$ cat config.mk
export PLATFORM = sky130hd
export DESIGN_NAME = bcd_alarm_clock
export DESIGN_NICKNAME = d
export VERILOG_FILES = /design/src/rtl/clock_pkg.sv /design/src/rtl/bcd_digit_counter.sv /design/src/rtl/bcd_alarm_clock.sv
export SDC_FILE = /design/constraint.sdc
export NUM_CORES = 1
export LEC_CHECK = 0
export ABC_AREA = 1
export CELL_PAD_IN_SITES_DETAIL_PLACEMENT = 0
export CELL_PAD_IN_SITES_GLOBAL_PLACEMENT = 1
export CORE_ASPECT_RATIO = 0.9
export CORE_MARGIN = 2
export CORE_UTILIZATION = 42
export DETAILED_ROUTE_END_ITERATION = 10
export GPL_ROUTABILITY_DRIVEN = 1
export PLACE_DENSITY = 0.86
export SETUP_SLACK_MARGIN = 0.1
export SYNTH_ARGS = -nofsm -noshare
export SYNTH_HDL_FRONTEND = slang
export SYNTH_SLANG_ARGS = --single-unit
$ cat constraint.sdc
create_clock -name i_clk -period 4.1 [get_ports i_clk]
set_input_delay 0.82 -clock i_clk [delete_from_list [all_inputs] [get_ports i_clk]]
set_output_delay 0.82 -clock i_clk [all_outputs]
set_load 0.01 [all_outputs]
$ cat src/rtl/clock_pkg.sv
// Shared definitions for the BCD alarm clock: mode encodings, BCD field
// offsets inside the packed time/alarm buses, and a mode decode helper.
package clock_pkg;

    // Two-digit packed BCD field {tens, ones}
    typedef logic [7:0] bcd2_t;

    // Operating modes on i_mode
    localparam logic [2:0] MODE_RUN        = 3'd0;
    localparam logic [2:0] MODE_SET_HR     = 3'd1;
    localparam logic [2:0] MODE_SET_MIN    = 3'd2;
    localparam logic [2:0] MODE_CLR_SEC    = 3'd3;
    localparam logic [2:0] MODE_SET_AL_HR  = 3'd4;
    localparam logic [2:0] MODE_SET_AL_MIN = 3'd5;

    // Field offsets within o_time_bcd {H1,H0,M1,M0,S1,S0}
    localparam int TIME_SEC_LSB  = 0;
    localparam int TIME_MIN_LSB  = 8;
    localparam int TIME_HR_LSB   = 16;

    // Field offsets within o_alarm_bcd {H1,H0,M1,M0}
    localparam int ALARM_MIN_LSB = 0;
    localparam int ALARM_HR_LSB  = 8;

    // Unused codes (6, 7) behave as RUN
    function automatic logic [2:0] mode_decode(input logic [2:0] m);
        return (m > MODE_SET_AL_MIN) ? MODE_RUN : m;
    endfunction

endpackage

$ cat src/rtl/bcd_digit_counter.sv
// Two-digit BCD counter that wraps from MAX back to MIN. Offers increment,
// synchronous load and a same-cycle carry-out so counters can ripple.
module bcd_digit_counter #(
    parameter logic [7:0] MAX  = 8'h59,
    parameter logic [7:0] MIN  = 8'h00,
    parameter logic [7:0] INIT = 8'h00
) (
    input  logic       i_clk,
    input  logic       i_reset_n,
    input  logic       i_en,
    input  logic       i_inc,
    input  logic       i_load,
    input  logic [7:0] i_load_val,
    output logic [7:0] o_value,
    output logic [7:0] o_next,
    output logic       o_carry
);

    logic [7:0] val_q;
    logic [7:0] inc_val;

    // BCD successor of the current value, wrapping MAX -> MIN
    always_comb begin
        inc_val = val_q;
        if (val_q == MAX)
            inc_val = MIN;
        else if (val_q[3:0] == 4'd9)
            inc_val = {val_q[7:4] + 4'd1, 4'd0};
        else
            inc_val = {val_q[7:4], val_q[3:0] + 4'd1};
    end

    // Next value: load beats increment, everything holds while disabled
    always_comb begin
        o_next = val_q;
        if (i_en) begin
            if (i_load)
                o_next = i_load_val;
            else if (i_inc)
                o_next = inc_val;
        end
    end

    // Value register
    always_ff @(posedge i_clk or negedge i_reset_n) begin
        if (!i_reset_n)
            val_q <= INIT;
        else
            val_q <= o_next;
    end

    assign o_value = val_q;
    assign o_carry = i_en & i_inc & ~i_load & (val_q == MAX);

endmodule

$ cat src/rtl/bcd_alarm_clock.sv
// BCD time-of-day clock with settable time, alarm compare, alarm timeout and
// a change strobe. 24-hour or 12-hour (with PM flag) selected by HOUR_12.
module bcd_alarm_clock
    import clock_pkg::*;
#(
    parameter bit          HOUR_12         = 1'b0,
    parameter int unsigned ALARM_TIMEOUT_S = 60
) (
    input  logic        i_clk,
    input  logic        i_reset_n,
    input  logic        i_en,
    input  logic        i_1hz_stb,
    input  logic        i_timeset_stb,
    input  logic [2:0]  i_mode,
    input  logic        i_alarm_en,
    input  logic        i_alarm_ack,
    output logic [23:0] o_time_bcd,
    output logic        o_pm,
    output logic [15:0] o_alarm_bcd,
    output logic        o_alarm_pm,
    output logic        o_alarm_active,
    output logic        o_update_stb
);

    localparam bcd2_t      HR_MAX  = HOUR_12 ? 8'h12 : 8'h23;
    localparam bcd2_t      HR_MIN  = HOUR_12 ? 8'h01 : 8'h00;
    localparam bcd2_t      HR_INIT = HOUR_12 ? 8'h12 : 8'h00;
    localparam logic [7:0] TO_LAST = 8'(ALARM_TIMEOUT_S - 1);

    logic [2:0] mode;
    logic       run_cnt, tick, set;

    bcd2_t sec_q, sec_next, min_q, min_next, hr_q, hr_next;
    bcd2_t al_min_q, al_min_next, al_hr_q, al_hr_next;
    logic  sec_carry, min_carry, hr_carry, al_min_carry, al_hr_carry;
    logic  sec_load, min_inc, hr_inc, al_min_inc, al_hr_inc;
    logic  pm_q, pm_next, al_pm_q, al_pm_next;

    logic       time_chg, match, trigger, timeout_hit, clear;
    logic       active_q, stb_q;
    logic [7:0] to_cnt_q;
    logic       unused_carries;

    assign mode    = mode_decode(i_mode);
    // Time keeps running while the alarm is being edited
    assign run_cnt = (mode == MODE_RUN) | (mode == MODE_SET_AL_HR) | (mode == MODE_SET_AL_MIN);
    assign tick    = i_1hz_stb & run_cnt;
    assign set     = i_timeset_stb;

    // Seconds: ripple source, forced to 00 in CLR_SEC
    assign sec_load = set & (mode == MODE_CLR_SEC);

    bcd_digit_counter #(.MAX(8'h59), .MIN(8'h00), .INIT(8'h00)) u_sec (
        .i_clk      (i_clk),
        .i_reset_n  (i_reset_n),
        .i_en       (i_en),
        .i_inc      (tick),
        .i_load     (sec_load),
        .i_load_val (8'h00),
        .o_value    (sec_q),
        .o_next     (sec_next),
        .o_carry    (sec_carry)
    );

    // Minutes: carry from seconds, or direct edit without carrying into hours
    assign min_inc = (tick & sec_carry) | (set & (mode == MODE_SET_MIN));

    bcd_digit_counter #(.MAX(8'h59), .MIN(8'h00), .INIT(8'h00)) u_min (
        .i_clk      (i_clk),
        .i_reset_n  (i_reset_n),
        .i_en       (i_en),
        .i_inc      (min_inc),
        .i_load     (1'b0),
        .i_load_val (8'h00),
        .o_value    (min_q),
        .o_next     (min_next),
        .o_carry    (min_carry)
    );

    // Hours: full ripple carry only when counting, direct edit in SET_HR
    assign hr_inc = (tick & sec_carry & min_carry) | (set & (mode == MODE_SET_HR));

    bcd_digit_counter #(.MAX(HR_MAX), .MIN(HR_MIN), .INIT(HR_INIT)) u_hr (
        .i_clk      (i_clk),
        .i_reset_n  (i_reset_n),
        .i_en       (i_en),
        .i_inc      (hr_inc),
        .i_load     (1'b0),
        .i_load_val (8'h00),
        .o_value    (hr_q),
        .o_next     (hr_next),
        .o_carry    (hr_carry)
    );

    // Alarm minute and hour, edited only
    assign al_min_inc = set & (mode == MODE_SET_AL_MIN);
    assign al_hr_inc  = set & (mode == MODE_SET_AL_HR);

    bcd_digit_counter #(.MAX(8'h59), .MIN(8'h00), .INIT(8'h00)) u_al_min (
        .i_clk      (i_clk),
        .i_reset_n  (i_reset_n),
        .i_en       (i_en),
        .i_inc      (al_min_inc),
        .i_load     (1'b0),
        .i_load_val (8'h00),
        .o_value    (al_min_q),
        .o_next     (al_min_next),
        .o_carry    (al_min_carry)
    );

    bcd_digit_counter #(.MAX(HR_MAX), .MIN(HR_MIN), .INIT(HR_INIT)) u_al_hr (
        .i_clk      (i_clk),
        .i_reset_n  (i_reset_n),
        .i_en       (i_en),
        .i_inc      (al_hr_inc),
        .i_load     (1'b0),
        .i_load_val (8'h00),
        .o_value    (al_hr_q),
        .o_next     (al_hr_next),
        .o_carry    (al_hr_carry)
    );

    // Hour wrap carries are not needed: there is no day counter
    assign unused_carries = hr_carry | al_min_carry | al_hr_carry;

    // PM flips on the 11 -> 12 step, whether reached by ripple or by edit
    assign pm_next    = pm_q    ^ (HOUR_12 & i_en & hr_inc    & (hr_q    == 8'h11));
    assign al_pm_next = al_pm_q ^ (HOUR_12 & i_en & al_hr_inc & (al_hr_q == 8'h11));

    // PM flag registers
    always_ff @(posedge i_clk or negedge i_reset_n) begin
        if (!i_reset_n) begin
            pm_q    <= 1'b0;
            al_pm_q <= 1'b0;
        end else begin
            pm_q    <= pm_next;
            al_pm_q <= al_pm_next;
        end
    end

    // Alarm compares against the post-update time so it rises with the change
    assign time_chg = ({hr_next, min_next, sec_next} != {hr_q, min_q, sec_q}) | (pm_next != pm_q);
    assign match    = (hr_next == al_hr_next) & (min_next == al_min_next) &
                      (sec_next == 8'h00) & (pm_next == al_pm_next);
    assign trigger  = time_chg & i_alarm_en & match;

    assign timeout_hit = active_q & i_1hz_stb & (to_cnt_q == TO_LAST);
    assign clear       = i_alarm_ack | ~i_alarm_en | timeout_hit;

    // Ring state and timeout: clear beats trigger, every trigger restarts the count
    always_ff @(posedge i_clk or negedge i_reset_n) begin
        if (!i_reset_n) begin
            active_q <= 1'b0;
            to_cnt_q <= 8'd0;
        end else if (i_en) begin
            if (clear) begin
                active_q <= 1'b0;
                to_cnt_q <= 8'd0;
            end else if (trigger) begin
                active_q <= 1'b1;
                to_cnt_q <= 8'd0;
            end else if (active_q && i_1hz_stb) begin
                to_cnt_q <= to_cnt_q + 8'd1;
            end
        end
    end

    // Change strobe; time_chg is 0 while disabled so no stale pulse survives
    always_ff @(posedge i_clk or negedge i_reset_n) begin
        if (!i_reset_n)
            stb_q <= 1'b0;
        else
            stb_q <= time_chg;
    end

    assign o_time_bcd[TIME_HR_LSB  +: 8] = hr_q;
    assign o_time_bcd[TIME_MIN_LSB +: 8] = min_q;
    assign o_time_bcd[TIME_SEC_LSB +: 8] = sec_q;
    assign o_alarm_bcd[ALARM_HR_LSB  +: 8] = al_hr_q;
    assign o_alarm_bcd[ALARM_MIN_LSB +: 8] = al_min_q;

    assign o_pm           = HOUR_12 ? pm_q    : 1'b0;
    assign o_alarm_pm     = HOUR_12 ? al_pm_q : 1'b0;
    assign o_alarm_active = active_q;
    assign o_update_stb   = stb_q & i_en;

endmodule

==> results of run 1 <==
cell usage after synthesis, types with 5 or more instances:
library cell  count
ha_1             21
nand3_2           5
inv_1            87
nor2_2            6
o21ai_0           9
nand4_1          14
nor2_1           50
dfrtp_1          50
nand3_1          83
nand2_1         188
inv_2            11
nand2_2           7
o21ai_1           7
xor2_1           13
how the worst max path moves through the flow:
stage,end,cells past startpoint
detailed placement,o_alarm_active$_DFFE_PN0P_,18
global route,o_alarm_active$_DFFE_PN0P_,18
CTS,o_alarm_active$_DFFE_PN0P_,20
floorplan,o_alarm_active$_DFFE_PN0P_,19
global placement,o_alarm_active$_DFFE_PN0P_,20
finish,o_alarm_active$_DFFE_PN0P_,20
stage by stage:
stage	std cells	hold WS, ns	worst slack (ns)
floorplan	591	0.490	1.56
global placement	760	0.513	0.511
detailed placement	760	0.519	0.523
CTS	768	0.548	0.847
global route	768	0.584	0.492
finish	768	0.543	0.823
final cells by class:
type                       count  share of cell area
multi-input combinational    435               0.480
sequential                    50               0.269
timing repair buffer          55               0.115
inverter                      98              0.0791
tap                          122              0.0328
clock buffer                   6              0.0156
clock inverter                 2             0.00807
worst reg2reg max path: stages, from the launching register on:
cell	delay (ns)
dfrtp_1	0.45
inv_1	0.10
ha_1	0.16
nand3_2	0.15
nor2_2	0.23
nand4_4	0.14
nand2_2	0.23
nand2_2	0.17
nand2_1	0.12
nand2_1	0.07
nand2_1	0.07
nand2_1	0.06
nor2_1	0.13
nand3_1	0.09
nor2_1	0.15
nand3_1	0.11
nand2_2	0.09
nand2_2	0.11
inv_2	0.12
nand2_1	0.06
nand2_1	0.07
power by group:
group          internal [mW]  total (mW)  switching, mW
clock network          0.183       0.362          0.180
registers              0.584       0.719          0.135
logic                  0.369       0.829          0.460
total                   1.13        1.91          0.775
state kept, by name (all words and copies together), names as in the netlist:
signal            count
to_cnt_q              8
u_al_hr.o_value       8
u_al_min.o_value      8
u_hr.o_value          8
u_min.o_value         8
u_sec.o_value         8
o_alarm_active        1
stb_q                 1
kinds of logic after synthesis:
logic type                 after synthesis  synth area share
and+or+nand+nor                        369             0.428
buffers and inverters                  106             0.108
DFF                                     50             0.321
AOI/OAI and AO/OA                       29            0.0442
adders and majority gates               21            0.0673
xor gates and xnor gates                14            0.0314
other                                    1          0.000961
routing by layer:
metal | up-vias | global-route usage
met3 | 5 | 0.0280
met1 | 1730 | 0.320
met5 | - | 0
li1 | 1975 | -
met4 | 0 | 0.0362
met2 | 87 | 0.310
==> metrics.md, run 1 <==
| Metric | Value |
|---|---|
| Reg-to-reg startpoint | `u_min.o_value[1]$_DFF_PN0_` |
| WL met2 | `4310 um` |
| CTS Sinks | `50` |
| Routed len/inst | `13.0 um` |
| Gpl congestion | `0.855` |
| Critical path peak fanout | `13` |
| Hold_buf cts | `0` |
| Worst Tran Pin Value | `1.04 ns` |
| Clk Latency, worst-skew pair | `0.31 ns` |
| Register area share after synthesis | `0.321` |
| Clock Skews | `0.00480 ns` |
| Post-synth EDFFs | `0` |
| DR top layer | `met4` |
| Register-to-Register Setup Slack | `1.19 ns` |
| Largest vdd supply drop | `0.214 mV` |
| DP Wirelength | `7820 um` |
| Final Max Tran Viols | `0` |
| Hold Path Sink | `o_alarm_active$_DFFE_PN0P_` |
| Crit path max-delay family | `simple AND/OR/NAND/NOR gates` |
| Status | `finished, final reports clean` |
| Crit path buffers/inverters | `2` |
| Nets | `676` |
| DRC | `0` |
| RSZ-0062 raised after global routing | `no` |
| Top FF cell, synth | `dfrtp_1` |
| Top cell type by total area after synthesis | `dfrtp_1` |
| LEAKAGE | `2.44 nW` |
| Slowest-stage cell, CP | `clkdlybuf4s50_1` |
| Final Hold Vio Count | `0` |
| Antenna diodes | `0` |
| Fmax | `305 MHz` |
| CP startpoint | `i_mode[0]` |
| Fraction of layout cells with a size suffix above 1 | `0.0759` |
| Final instance area | `0.00465 sq mm` |
| CTS clock-pin slew for the worst setup and hold paths | `0.09 ns` |
| Filler instances | `922` |
| Crit path capture type | `flop` |
| Number of global-route vias before repair | `3366` |
| Final setup TNS | `0 ns` |
| First-pass GRT wire length | `16700 um` |
| Post-Place Cell Area | `0.00454 sq mm` |
| Avg Synthesized Cell Area | `6.61 sq um` |
| Period Utilization, post-route | `0.799` |
| Commonest non-fill, non-tap cell in the layout | `nand2_1` |
| Largest net degree at the start of global routing | `44` |
| Final Core Density | `0.512` |
| Port Buf Inserts | `51` |
| Pwr/cell area | `411 mW/mm^2` |
| Vert. Die Dim | `95.4 um` |
| Die area | `0.0101 sq mm` |
| Yosys warns | `0` |
| Total CTS buffers | `5` |
| Area grow syn2layout | `19.2%` |
| CP Cell Sequence | `clkdlybuf4s50_1 > nor2_1 > nor2_2 > nor2_8 > nand4_4 > nand2_2 > nand2_2 > nand2_1 > nand2_1 > nand2_1 > nand2_1 > nor2_1 > nand3_1 > nor2_1 > nand3_1 > nand2_2 > nand2_2 > inv_2 > nand2_1 > nand2_1` |
| Hold Crit Start | `o_alarm_active$_DFFE_PN0P_` |
| Startpoint types | `input pin` |
| DR pass1 iterations | `5` |
| Final count of negative-setup-slack endpoints | `0` |
| HP Class | `flop to flop` |
| H-tree Lvls | `2` |
| Most frequent cells in the layout | `nand2_1 (188), inv_1 (87), nand3_1 (83)` |
| Vias | `3797` |
| Area occupied by multi-input gates | `0.00223 sq mm` |
| Netlist cell types | `40` |
| Crit path top cell by count | `nand2_1` |
| Starting density of the core | `0.430` |
| Total power | `1.91 mW` |
| Ys async rst share | `1.00` |
| Mapped Area | `0.00390 sq mm` |
| Worst Hold Path Cells | `2` |
| Largest cells by area after synthesis | `dfrtp_1 (32%), nand2_1 (18%), nand3_1 (11%)` |
| Core Area | `0.00908 sq mm` |
| Worst rel slew slack | `0.310` |
| Cell count of the worst reg-to-reg path | `20` |
| Max Cap Viol | `0` |
| Met3 WL | `399 um` |
| Top Ports | `54` |
| Initial antenna violation count | `0` |
| Arr. time, crit path | `3.53 ns` |
| Syn Inst Count | `590` |
| Final antenna-violating net count | `0` |
| Final WL | `9960 um` |
| Post-synth top area share | `0.321` |
| DIE WIDTH | `106 um` |
| Met1 WL | `5190 um` |
| Row count | `33` |
| Min Tclk post-route | `3.28 ns` |
| FF-to-FF End | `o_alarm_active$_DFFE_PN0P_` |
| CTS tree | `built` |
| Gr ovfl total | `0` |
| Post-synthesis register bit count | `50` |
| CP max stage delay | `0.46 ns` |
| GRT Overall Usage | `0.207` |
| Req. time, crit path | `4.35 ns` |
| WS Path Type | `input pin to flop` |
| Via/cell ratio | `4.94` |
| Clock root buffer | `clkbuf_8` |
| Sequential cell area | `0.00125 sq mm` |
| Setup Fix Bufs, Post-CTS | `0` |
| Initial DRC Count | `216` |
| CTS resizes | `0` |
| Buffer depth of the longest clock path | `2` |
Note: power is estimated with default switching activity, not from simulation.
==> run 2, diff against run 1 <==
Settings changed: CORE_UTILIZATION 42 to 39, PLACE_DENSITY 0.86 to 0.8.
Clock period 4.1 ns to 3.1 ns, I/O delays scaled along.
==> metrics.md, run 2 (synthesis gave the netlist of run 1 again) <==
| Metric | Value |
|---|---|
| CTS Sinks | `50 (unchanged)` |
| Met1 WL | `5210 um (+0.33%)` |
| Net Sw Frac | `0.413 (+0.00666)` |
| Vert. Die Dim | `98.9 um (+3.6%)` |
| Slowest-stage cell, CP | `dfrtp_2` |
| Initial antenna violation count | `0 (unchanged)` |
| Area grow syn2layout | `30.5%` |
| Clock root buffer | `clkbuf_8` |
| NetSw | `1.08 mW (+40%)` |
| DR pass1 iterations | `5 (unchanged)` |
| LEAKAGE | `2.72 nW (+12%)` |
| DP Wirelength | `8270 um (+5.8%)` |
| Req. time, crit path | `3.36 ns (-0.99 ns)` |
| CTS tree | `built` |
| Commonest non-fill, non-tap cell in the layout | `nand2_1` |
| Met3 WL | `549 um (+38%)` |
| Starting density of the core | `0.402 (-0.0273)` |
| Filler instances | `965 (+4.7%)` |
| Startpoint types | `flop` |
| Crit path top cell by count | `nand3_1` |
| Die area | `0.0108 sq mm (+7.4%)` |
| Initial DRC Count | `225 (+4.2%)` |
| CP Cell Sequence | `inv_1 > ha_1 > nand3_2 > nor2_4 > nand4_4 > nand2_4 > buf_4 > buf_4 > nand3_1 > nand3_1 > nand2_1 > nor2_1 > nand3_1 > nor2_2 > nand3_1 > nand2_2 > nand2_4 > inv_2 > nand2_1 > nand2_1` |
| GRT Overall Usage | `0.203 (-0.00421)` |
| Hold Slack | `0.269 ns (-0.275 ns)` |
| Total CTS buffers | `5 (unchanged)` |
| Status | `finished, final reports clean` |
| Largest net degree at the start of global routing | `29 (-34%)` |
| First-pass GRT wire length | `17600 um (+5.2%)` |
| WS Path Type | `flop to flop` |
| Fraction of layout cells with a size suffix above 1 | `0.164 (+0.0884)` |
| HP Class | `input pin to asynchronous set/reset pin` |
| RSZ-0062 raised after global routing | `yes` |
| Crit path capture type | `flop` |
| Gr ovfl total | `0 (unchanged)` |
| H-tree Lvls | `2 (unchanged)` |
| Number of global-route vias before repair | `3689 (+9.6%)` |
| Reg power frac | `0.360 (-0.016)` |
| Worst rel slew slack | `0.633 (+0.323)` |
| Crit path max-delay family | `simple AND/OR/NAND/NOR gates` |
| Worst Tran Pin Value | `0.550 ns (-0.485 ns)` |
| Antenna diodes | `0 (unchanged)` |
| DR top layer | `met4` |
| Gpl congestion | `0.867 (+1.3%)` |
| CTS clock-pin slew for the worst setup and hold paths | `0.11 ns (+0.02 ns)` |
| DRC | `0 (unchanged)` |
| Nets | `724 (+7.1%)` |
| DIE WIDTH | `109 um (+3.6%)` |
| Clk pwr share | `0.163 (-0.027)` |
| CP startpoint | `u_sec.o_value[1]$_DFF_PN0_` |
| Clk Latency, worst-skew pair | `0.32 ns (about the same)` |
| Crit path buffers/inverters | `4 (+2)` |
| CP max stage delay | `0.45 ns (about the same)` |
| Vias | `4020 (+5.9%)` |
| Max Cap Viol | `0 (unchanged)` |
| Most frequent cells in the layout | `nand2_1 (187), inv_1 (86), nand3_1 (81)` |
| Comb power frac | `0.477 (+0.043)` |
| Via/cell ratio | `4.90 (-0.84%)` |
| Final WL | `10700 um (+7.2%)` |
| Port Buf Inserts | `51 (unchanged)` |
| Final cell count without fillers | `820 (+6.8%)` |
| Core Area | `0.00970 sq mm (+6.8%)` |
| P_int | `1.54 mW (+36%)` |
| Final Hold Vio Count | `0 (unchanged)` |
| Min Tclk post-route | `2.84 ns` |
| Dpl cells | `802 (+5.5%)` |
| Final Max Tran Viols | `0 (unchanged)` |
| Top Ports | `54 (unchanged)` |
| Final antenna-violating net count | `0 (unchanged)` |
| WL met2 | `4800 um (+11%)` |
| Reg-to-reg startpoint | `u_sec.o_value[1]$_DFF_PN0_` |
| Final count of negative-setup-slack endpoints | `0 (unchanged)` |
| Clock Skews | `0.0118 ns (+0.00701 ns)` |
| Fmax | `352 MHz` |
| Row count | `34 (+3.0%)` |
| Critical path peak fanout | `7 (-6)` |
| Period Utilization, post-route | `0.915` |
| Routed len/inst | `13.0 um (+0.42%)` |
| Register-to-Register Setup Slack | `0.26 ns (-0.93 ns)` |
| Arr. time, crit path | `3.09 ns (-0.44 ns)` |
| Largest vdd supply drop | `0.324 mV (+51%)` |
| Buffer depth of the longest clock path | `2 (unchanged)` |
| Pwr/cell area | `516 mW/mm^2 (+26%)` |
| Hold_buf cts | `0 (unchanged)` |
## run 2: changes by cell type in the layout (fill, tap and decap cells not counted), sizes merged
cell,delta
buf,+48
bufinv,-1
clkdlybuf4s50,-5
clkinv,+1
dlygate4sd2,+2
dlymetal6s2s,+3
## run 2: metrics by stage
step	power [mW]	utilization	TNS, ns	worst slack, ns	area, sq um
floorplan	1.61	-	0	0.758	3910
global placement	2.14	0.498	-3.02	-0.361	4830
detailed placement	2.15	0.498	-2.97	-0.369	4830
CTS	2.60	0.510	0	0.120	4950
global route	2.84	0.525	0	0.0201	5090
finish	2.63	0.525	0	0.262	5090
## run 2: final cells by class
cell class	count	area, sq um	area share
Tap cell	126	158	0.0310
Clock buffer	6	82.6	0.0162
Timing Repair Buffer	103	908	0.178
Inverter	98	368	0.0723
Sequential cell	50	1250	0.246
Clock inverter	2	12.5	0.00246
Multi-Input combinational cell	435	2310	0.454
## run 2: worst paths after layout
check	end	depth (start not counted)
worst max register to register	o_alarm_active$_DFFE_PN0P_	20
worst max-delay path	o_alarm_active$_DFFE_PN0P_	20
worst min-delay path	u_sec.o_value[0]$_DFF_PN0_	1
max in group asynchronous	u_al_min.o_value[3]$_DFF_PN0_	2
min in group i_clk	to_cnt_q[1]$_DFFE_PN0P_	2
worst min register to register	to_cnt_q[1]$_DFFE_PN0P_	2
## run 2: power by group through the flow
stage                     Sequential (mW)  Combinational (mW)  Clock (mW)
final                               0.946                1.25       0.428
after global routing                0.968                1.41       0.464
after CTS                           0.948                1.21       0.445
after detailed placement            0.962                1.19           0
after global placement              0.955                1.18           0
after floorplan                     0.977               0.631           0
## run 2: routing by layer
metal	vias to the layer above	track usage
met3	10	0.0278
met1	1842	0.299
met4	0	0.0487
li1	2069	-
met2	99	0.313
met5	-	0
## run 2: timing repair
item / 4_1_cts / 5_1_grt
setup buffers: 0 / 10
endpoints found under the setup margin: 9 / 9
gates resized for setup: 8 / 22
pin swaps: 1 / 4
